## src/rtl/freq_meter_pkg.sv

```systemverilog
// Shared definitions for the gated-window frequency meter.
package freq_meter_pkg;

    // Measurement FSM states
    typedef enum logic [1:0] {
        IDLE   = 2'd0,
        SETTLE = 2'd1,
        GATE   = 2'd2
    } state_t;

    // Consecutive equal samples required by the optional glitch filter
    localparam int unsigned FILT_LEN = 3;

endpackage

```

## src/rtl/freq_meter_edge_sync_detect.sv

```systemverilog
// Synchroniser, optional stability filter and rising-edge strobe for an async input.
// Optional feature: FREQ_METER_GLITCH_FILTER_EN adds a FILT_LEN-sample stability filter.
module edge_sync_detect
    import freq_meter_pkg::*;
#(
    parameter int unsigned SYNC_STAGES = 2
) (
    input  logic BOARD_CLK,
    input  logic BOARD_RSTN,
    input  logic d,
    output logic rise
);

    logic [SYNC_STAGES-1:0] sync_q;
    logic                   lvl;
    logic                   lvl_q;

    // Metastability synchroniser chain
    always_ff @(posedge BOARD_CLK or negedge BOARD_RSTN) begin
        if (!BOARD_RSTN) sync_q <= '0;
        else             sync_q <= {sync_q[SYNC_STAGES-2:0], d};
    end

`ifdef FREQ_METER_GLITCH_FILTER_EN
    logic [FILT_LEN-2:0] hist_q;
    logic                filt_q;
    logic [FILT_LEN-1:0] window;

    assign window = {hist_q, sync_q[SYNC_STAGES-1]};

    // Filtered level follows the input only after FILT_LEN equal samples
    always_ff @(posedge BOARD_CLK or negedge BOARD_RSTN) begin
        if (!BOARD_RSTN) begin
            hist_q <= '0;
            filt_q <= 1'b0;
        end else begin
            hist_q <= window[FILT_LEN-2:0];
            if (window == '1)      filt_q <= 1'b1;
            else if (window == '0) filt_q <= 1'b0;
        end
    end

    assign lvl = filt_q;
`else
    assign lvl = sync_q[SYNC_STAGES-1];
`endif

    // Previous level for edge detection
    always_ff @(posedge BOARD_CLK or negedge BOARD_RSTN) begin
        if (!BOARD_RSTN) lvl_q <= 1'b0;
        else             lvl_q <= lvl;
    end

    assign rise = lvl & ~lvl_q;

endmodule

```

## src/rtl/freq_meter.sv

```systemverilog
// Gated-window frequency meter: counts rising edges of sig_in per GATE_CYCLES window.
// Optional feature: FREQ_METER_GLITCH_FILTER_EN (stability filter, longer SETTLE).
module freq_meter
    import freq_meter_pkg::*;
#(
    parameter int unsigned CLK_HZ      = 12000000,
    parameter int unsigned GATE_CYCLES = CLK_HZ,
    parameter int unsigned CNT_W       = 24,
    parameter int unsigned SYNC_STAGES = 2
) (
    input  logic             BOARD_CLK,
    input  logic             BOARD_RSTN,
    input  logic             en,
    input  logic             sig_in,
    output logic [CNT_W-1:0] freq_out,
    output logic             freq_valid,
    output logic             overflow
);

    localparam int unsigned GATE_W = $clog2(GATE_CYCLES);
`ifdef FREQ_METER_GLITCH_FILTER_EN
    localparam int unsigned SETTLE_CYCLES = SYNC_STAGES + FILT_LEN;
`else
    localparam int unsigned SETTLE_CYCLES = SYNC_STAGES;
`endif
    localparam int unsigned SET_W = $clog2(SETTLE_CYCLES);
    localparam logic [CNT_W-1:0] CNT_MAX = '1;

    state_t             state_q, state_d;
    logic [GATE_W-1:0]  gate_q, gate_d;
    logic [SET_W-1:0]   settle_q, settle_d;
    logic [CNT_W-1:0]   edge_q, edge_d;
    logic               wovf_q, wovf_d;
    logic [CNT_W-1:0]   freq_d;
    logic               ovf_d;
    logic               valid_d;
    logic               rise;
    logic               at_max;
    logic [CNT_W-1:0]   sum_sat;
    logic               sum_ovf;

    edge_sync_detect #(
        .SYNC_STAGES (SYNC_STAGES)
    ) u_edge (
        .BOARD_CLK  (BOARD_CLK),
        .BOARD_RSTN (BOARD_RSTN),
        .d          (sig_in),
        .rise       (rise)
    );

    // State, counters and output registers
    always_ff @(posedge BOARD_CLK or negedge BOARD_RSTN) begin
        if (!BOARD_RSTN) begin
            state_q    <= IDLE;
            gate_q     <= '0;
            settle_q   <= '0;
            edge_q     <= '0;
            wovf_q     <= 1'b0;
            freq_out   <= '0;
            overflow   <= 1'b0;
            freq_valid <= 1'b0;
        end else begin
            state_q    <= state_d;
            gate_q     <= gate_d;
            settle_q   <= settle_d;
            edge_q     <= edge_d;
            wovf_q     <= wovf_d;
            freq_out   <= freq_d;
            overflow   <= ovf_d;
            freq_valid <= valid_d;
        end
    end

    // Next-state, saturating edge count and window close
    always_comb begin
        state_d  = state_q;
        gate_d   = gate_q;
        settle_d = settle_q;
        edge_d   = edge_q;
        wovf_d   = wovf_q;
        freq_d   = freq_out;
        ovf_d    = overflow;
        valid_d  = 1'b0;

        at_max  = (edge_q == CNT_MAX);
        sum_sat = (rise && !at_max) ? edge_q + CNT_W'(1) : edge_q;
        sum_ovf = wovf_q | (rise & at_max);

        case (state_q)
            IDLE: begin
                gate_d   = '0;
                settle_d = '0;
                edge_d   = '0;
                wovf_d   = 1'b0;
                if (en) state_d = SETTLE;
            end
            SETTLE: begin
                if (settle_q == SET_W'(SETTLE_CYCLES - 1)) begin
                    settle_d = '0;
                    state_d  = GATE;
                end else begin
                    settle_d = settle_q + SET_W'(1);
                end
            end
            GATE: begin
                if (gate_q == GATE_W'(GATE_CYCLES - 1)) begin
                    freq_d  = sum_sat;
                    ovf_d   = sum_ovf;
                    valid_d = 1'b1;
                    gate_d  = '0;
                    edge_d  = '0;
                    wovf_d  = 1'b0;
                end else begin
                    gate_d  = gate_q + GATE_W'(1);
                    edge_d  = sum_sat;
                    wovf_d  = sum_ovf;
                end
            end
            default: state_d = IDLE;
        endcase

        // Disable discards the partial window but keeps the last result
        if (!en) begin
            state_d  = IDLE;
            gate_d   = '0;
            settle_d = '0;
            edge_d   = '0;
            wovf_d   = 1'b0;
            valid_d  = 1'b0;
            freq_d   = freq_out;
            ovf_d    = overflow;
        end
    end

endmodule
```

## config.mk

```make
export PLATFORM = sky130hd
export DESIGN_NAME = freq_meter
export DESIGN_NICKNAME = d
export VERILOG_FILES = /design/src/rtl/freq_meter_pkg.sv /design/src/rtl/freq_meter_edge_sync_detect.sv /design/src/rtl/freq_meter.sv
export SDC_FILE = /design/constraint.sdc
export NUM_CORES = 1
export LEC_CHECK = 0
export BUFFER_PORTS_ARGS = -buffer_cell sky130_fd_sc_hd__clkbuf_2
export CAP_MARGIN = 20
export CORE_MARGIN = 3
export CORE_UTILIZATION = 55
export DETAILED_ROUTE_END_ITERATION = 6
export PLACE_DENSITY = 0.77
export SETUP_SLACK_MARGIN = 0.15
export SYNTH_ARGS = -nofsm -noshare
export SYNTH_HDL_FRONTEND = slang
export SYNTH_SLANG_ARGS = --single-unit
```

## constraint.sdc

```tcl
create_clock -name BOARD_CLK -period 2.2 [get_ports BOARD_CLK]
set_input_delay 0.11 -clock BOARD_CLK [delete_from_list [all_inputs] [get_ports BOARD_CLK]]
set_output_delay 0.11 -clock BOARD_CLK [all_outputs]
set_load 0.01 [all_outputs]
```

Yosys cells after proc, flatten, opt, wreduce, memory -nomap -nowiden
Cells that the tools add are included.
- register bits after elaboration: 81
- bits in latches: 0
- RAM bits: 0
- bits in read-only memories: 0
- input port bits: 4
- word-level logic and storage cells: 49
- memories: 0
- add/subtract/negate cells: 3
- $mul: 0
- divide/modulo/power cells: 0
- order comparisons: 0
- eq/ne operators: 8
- shift operators: 0
- multiplexer cells: 19
- bitwise operators: 4
- reductions and logical operators: 5
- operators by type and width (cell ; count):
    $mux W24 ; 5
    $pmux W24 S2 ; 2
    $add A24 B1 Y24 const B ; 2
    $eq A24 B24 Y1 const B ; 2
    $mux W1 ; 7
    $ne A3 B1 Y1 const B ; 2
    $pmux W2 S3 ; 1
    $mux W2 ; 2
    $pmux W1 S2 ; 2
    $ne A3 B3 Y1 const B ; 1
    $reduce_and A3 Y1 ; 1
    $and A1 B1 Y1 ; 2
    $eq A2 B1 Y1 const B ; 1
    $eq A2 B2 Y1 const B ; 1
    $logic_not A2 Y1 ; 1
    $ne A2 B2 Y1 const B ; 1
    $reduce_and A2 Y1 ; 1
    $add A1 B1 Y1 const B ; 1
    $logic_and A1 B1 Y1 ; 1
    $logic_not A1 Y1 ; 1
    $not A1 Y1 ; 1
    $or A1 B1 Y1 ; 1

Logic depth before layout (Yosys ltp)
- depth in word-level cells: 7
- depth in mapped cells: 8
- mapped depth without buffers: 6

Hierarchy
A second synthesis with hierarchy kept.
- cell total of the unflattened synthesis: 470
- area, all modules: 4356.7 um2
- by module, submodules not included (module ; instances ; cells an instance ; area each (um2) ; seq. area each (um2)):
    freq_meter ; 1 ; 466 ; 4267.8 ; 1951.9
    edge_sync_detect ; 1 ; 4 ; 88.8 ; 75.1

Least setup slack after synthesis
No wires, ideal clock.
- path kind: reg2reg
- start point: register gate_q[0]
- end point: register freq_out[17]
- library setup time: 69 ps
- arrival: 2260 ps
- data required time: 2131 ps
- slack: -129 ps
- stages on the path, launching flop included: 8
- clock period less this slack: 2329 ps
- path through: dfrtp_1 > ha_1 > nand4_4 > or4_4 > or2_1 > buf_2 > or4_1 > nand3_1
- longest elaborated chain between the ends: 2
- RTL lines (element ; line ; text):
    start, declared ; freq_meter.sv:30 ; logic [GATE_W-1:0] gate_q, gate_d;
    start signal, assigned ; freq_meter.sv:64 ; gate_q <= gate_d;
    $eq A24 B24 Y1 ; freq_meter.sv:106 ; if (gate_q == GATE_W'(GATE_CYCLES - 1)) begin
    $reduce_and A3 Y1 (no line) ; - ;
    end signal, assigned ; freq_meter.sv:68 ; freq_out <= freq_d;
    end, declared ; freq_meter.sv:15 ; output logic [CNT_W-1:0] freq_out,
Every way passes these cells.
A chain may end at the register's enable or synchronous reset.

Worst setup path in the final report
- start point: register gate_q[19]
- end point: register freq_out[23]
The elaborated chain is that of the path after synthesis.

==> summary.md <==
| Metric | Value |
|---|---|
| Core ar. | `7410 µm²` |
| Final TNS setup | `0 ps` |
| Crit path depth | `5` |
| Leakage | `2.21 nW` |
| Vias in the first global route | `3999` |
| Post-Layout Cell Count | `657` |
| Final setup fails | `0` |
| Drt first pass iters | `5` |
| GRT Util Overall | `27.7%` |
| Worst reg2reg path depth | `5` |
| Inst Count DP | `633` |
| Register area share after synthesis | `47.2%` |
| Die Y | `94.4 µm` |
| Worst vdd ir | `0.000395 V` |
| Starting density of the core | `58.0%` |
| CP Capture Type | `flop` |
| Vias per cell | `6.28` |
| Max_cap viols | `0` |
| CP Max Fanout | `7` |
| Yosys reg bits | `81` |
| CTS tree | `done` |
| Tot Pwr | `2.72 mW` |
| DRT antenna net count | `0` |
| Final Util | `70.3%` |
| Worst-Margin Slew | `584 ps` |
| Tcrit/Tclk final | `92.8%` |
| Layout cells sized above 1 | `22.4%` |
| Routed wire length | `11.6 mm` |
| Clock latency on the worst-skew pair | `360 ps` |
| Num rows | `31` |
| Final HPWL DP | `7.85 mm` |
| Total die area | `8910 µm²` |
| Placer congestion estimate | `0.958` |
| Slew Limit Fails | `0` |
| YS warnings | `0` |
| Synth-to-Final Area Change | `21.2%` |
| Slowest cell on crit path | `or4_4` |
| Outcome | `complete, no violations` |
| Net Count, Synth | `489` |
| Vias | `4125` |
| Fill count | `593` |
| DR iter-0 viols | `368` |
| Min Tclk post-route | `2040 ps` |
| # DRC | `0` |
| CP startpoint kind | `flop` |
| Pin count of the biggest net entering global routing | `44` |
| Final worst slack | `158 ps` |
| Hold path depth | `2` |
| CTS buffer count | `9` |
| Clock buffer depth | `2` |
| Worst path required time | `2490 ps` |
| Post-Syn Area | `4300 µm²` |
| Power per Cell Area | `523 nW/µm²` |
| Skew final | `9.97 ps` |
| Average wire per cell in the routed design | `17.6 µm` |
| Slowest stage delay, CP | `520 ps` |
| First-pass GRT wire length | `19.2 mm` |
| Cell count after synthesis | `483` |
| Crit-path cells | `nand4bb_1, or4_4, or2_4, or4_1, nand3_1` |
| Crit path kind | `flop to flop` |
| Boundary pin count | `30` |
| Crit path DAT | `2330 ps` |
| Clk sinks | `81` |
| Rel. slew slack | `60.7%` |
| Crit path max-delay family | `simple AND/OR/NAND/NOR gates` |
| Hold Crit Start | `en` |
| Place WS | `12.4 ps` |
| CTS clk-pin slew, worst paths | `80 ps` |
| Flop-to-flop setup slack | `160 ps` |
| Port buffer count | `29` |
| Synth cell types | `45` |
| Average cell area after synthesis | `8.90 µm²` |
| H-tree lvl count | `3` |
| Buf/Inv on CP | `0` |
| Worst r2r dst | `freq_out[23]` |
| Initial antenna violation count | `0` |
| Grt total ovfl | `0` |
| Root buf cell | `clkbuf_8` |
| Fin nets | `559` |
| RSZ-0062 raised after global routing | `true` |
| Peak Freq | `490 MHz` |
| Hold endpoint | `state_q[1]` |
| Min-delay worst type | `primary input to flop` |
| Diodes inserted | `0` |
| Final hold violation count | `0` |
| Die W | `94.4 µm` |
| RR Startpoint | `gate_q[19]` |
worst reg2reg max path: stages, from the launching register on:
cell and delay, ps:
dfrtp_1 410, nand4bb_1 200, or4_4 520, or2_4 290, or4_1 470, nand3_1 90
metal layers:
metal  global-route usage [%]  up-vias  routed length [µm]
met1                     35.9     1967                4850
met4                     15.0        0                 583
met5                        0        -                   0
met3                     4.94       55                 660
li1                         -     1925                   -
met2                     44.1      178                5490
final cells by class:
class	instances	area (µm²)	area share, %
Inverter	17	63.8	1.22
Multi-Input combinational cell	360	2220	42.6
Clock inverter	5	55.1	1.06
Clock buffer	11	141	2.71
Sequential cell	81	2030	39.0
Tap cell	99	124	2.38
Timing Repair Buffer	84	573	11.0
cells in the mapped netlist, drive strengths merged:
master | instances | area (µm²)
a32o | 1 | 10.0
o31ai | 1 | 7.51
o21bai | 1 | 7.51
o2111ai | 2 | 17.5
ha | 2 | 25.0
dfrtp | 81 | 2030
and4 | 7 | 61.3
nand2 | 60 | 225
a41oi | 2 | 17.5
clkbuf | 22 | 82.6
a21oi | 31 | 155
xnor2 | 15 | 131
nand3 | 33 | 165
buf | 3 | 15.0
nor2b | 2 | 12.5
mux2i | 2 | 20.0
a31oi | 19 | 119
and3b | 2 | 17.5
a21o | 5 | 37.5
nor2 | 20 | 75.1
and2 | 4 | 25.0
o21a | 2 | 15.0
and3 | 6 | 37.5
or2 | 3 | 18.8
nor3 | 8 | 40.0
o211ai | 13 | 97.6
nand4bb | 1 | 11.3
nor3b | 2 | 15.0
a22o | 2 | 17.5
inv | 17 | 63.8
a211oi | 2 | 15.0
nand4 | 16 | 115
a21boi | 2 | 15.0
nand3b | 1 | 7.51
o31a | 2 | 17.5
nor4b | 2 | 17.5
or3 | 11 | 68.8
o21ai | 45 | 225
or4 | 12 | 93.8
xor2 | 8 | 70.1
nor4 | 13 | 81.3
report_power, final:
| part | internal (mW) | total, mW | switching (mW) |
|---|---|---|---|
| registers | 1.49 | 1.50 | 0.00655 |
| logic | 0.0303 | 0.112 | 0.0813 |
| clock network | 0.552 | 1.11 | 0.559 |
through the flow:
step,hold WS [ps],area [µm²]
floorplan,-186,4340
global placement,133,4840
detailed placement,137,4840
CTS,31.1,5090
global route,47.6,5210
finish,43.2,5210
logic make-up after synthesis:
group	after synthesis	share of synthesized area [%]
compound gates	130	18.0
xor+xnor	23	4.69
fa+ha+maj	2	0.582
buf+inv	42	3.76
flops	81	47.2
mux	2	0.466
simple gates	203	25.3
sequential cells by signal, indices dropped and copies added (netlist names), 2 cells and up:
signal         cells
edge_q            24
freq_out          24
gate_q            24
state_q            2
u_edge.sync_q      2
how the worst max path moves through the flow:
stage	to	slack [ps]	start
2_1_floorplan	freq_out[21]	40	gate_q[1]
3_3_place_gp	freq_out[23]	70	gate_q[1]
6_report	freq_out[23]	160	gate_q[19]
4_1_cts	overflow	140	gate_q[19]
5_1_grt	freq_out[23]	70	gate_q[19]
3_5_place_dp	overflow	10	gate_q[1]
timing repair:
action / in CTS / in global routing
endpoints found under the setup margin: 25 / 59
pin swaps: 4 / 8
hold buffers: 2 / 0
buffers inserted: 2 / 4
resized for setup: 5 / 25
hold endpoints to repair: 42 / 0
layout by cell type (no fill, tap or decap), drive strengths merged, types with 5 or more instances in the layout:
cell type	count
a31oi	19
and3	6
buf	54
dfrtp	81
and4	7
nor3	8
a21oi	31
a21o	5
or3	11
nand3	33
or4	12
nand2	60
o21ai	45
o211ai	13
inv	17
xor2	8
nor2	20
xnor2	15
nand4	16
nor4	13
clkbuf	39
No activity file was read; power rests on OpenSTA's default activity.
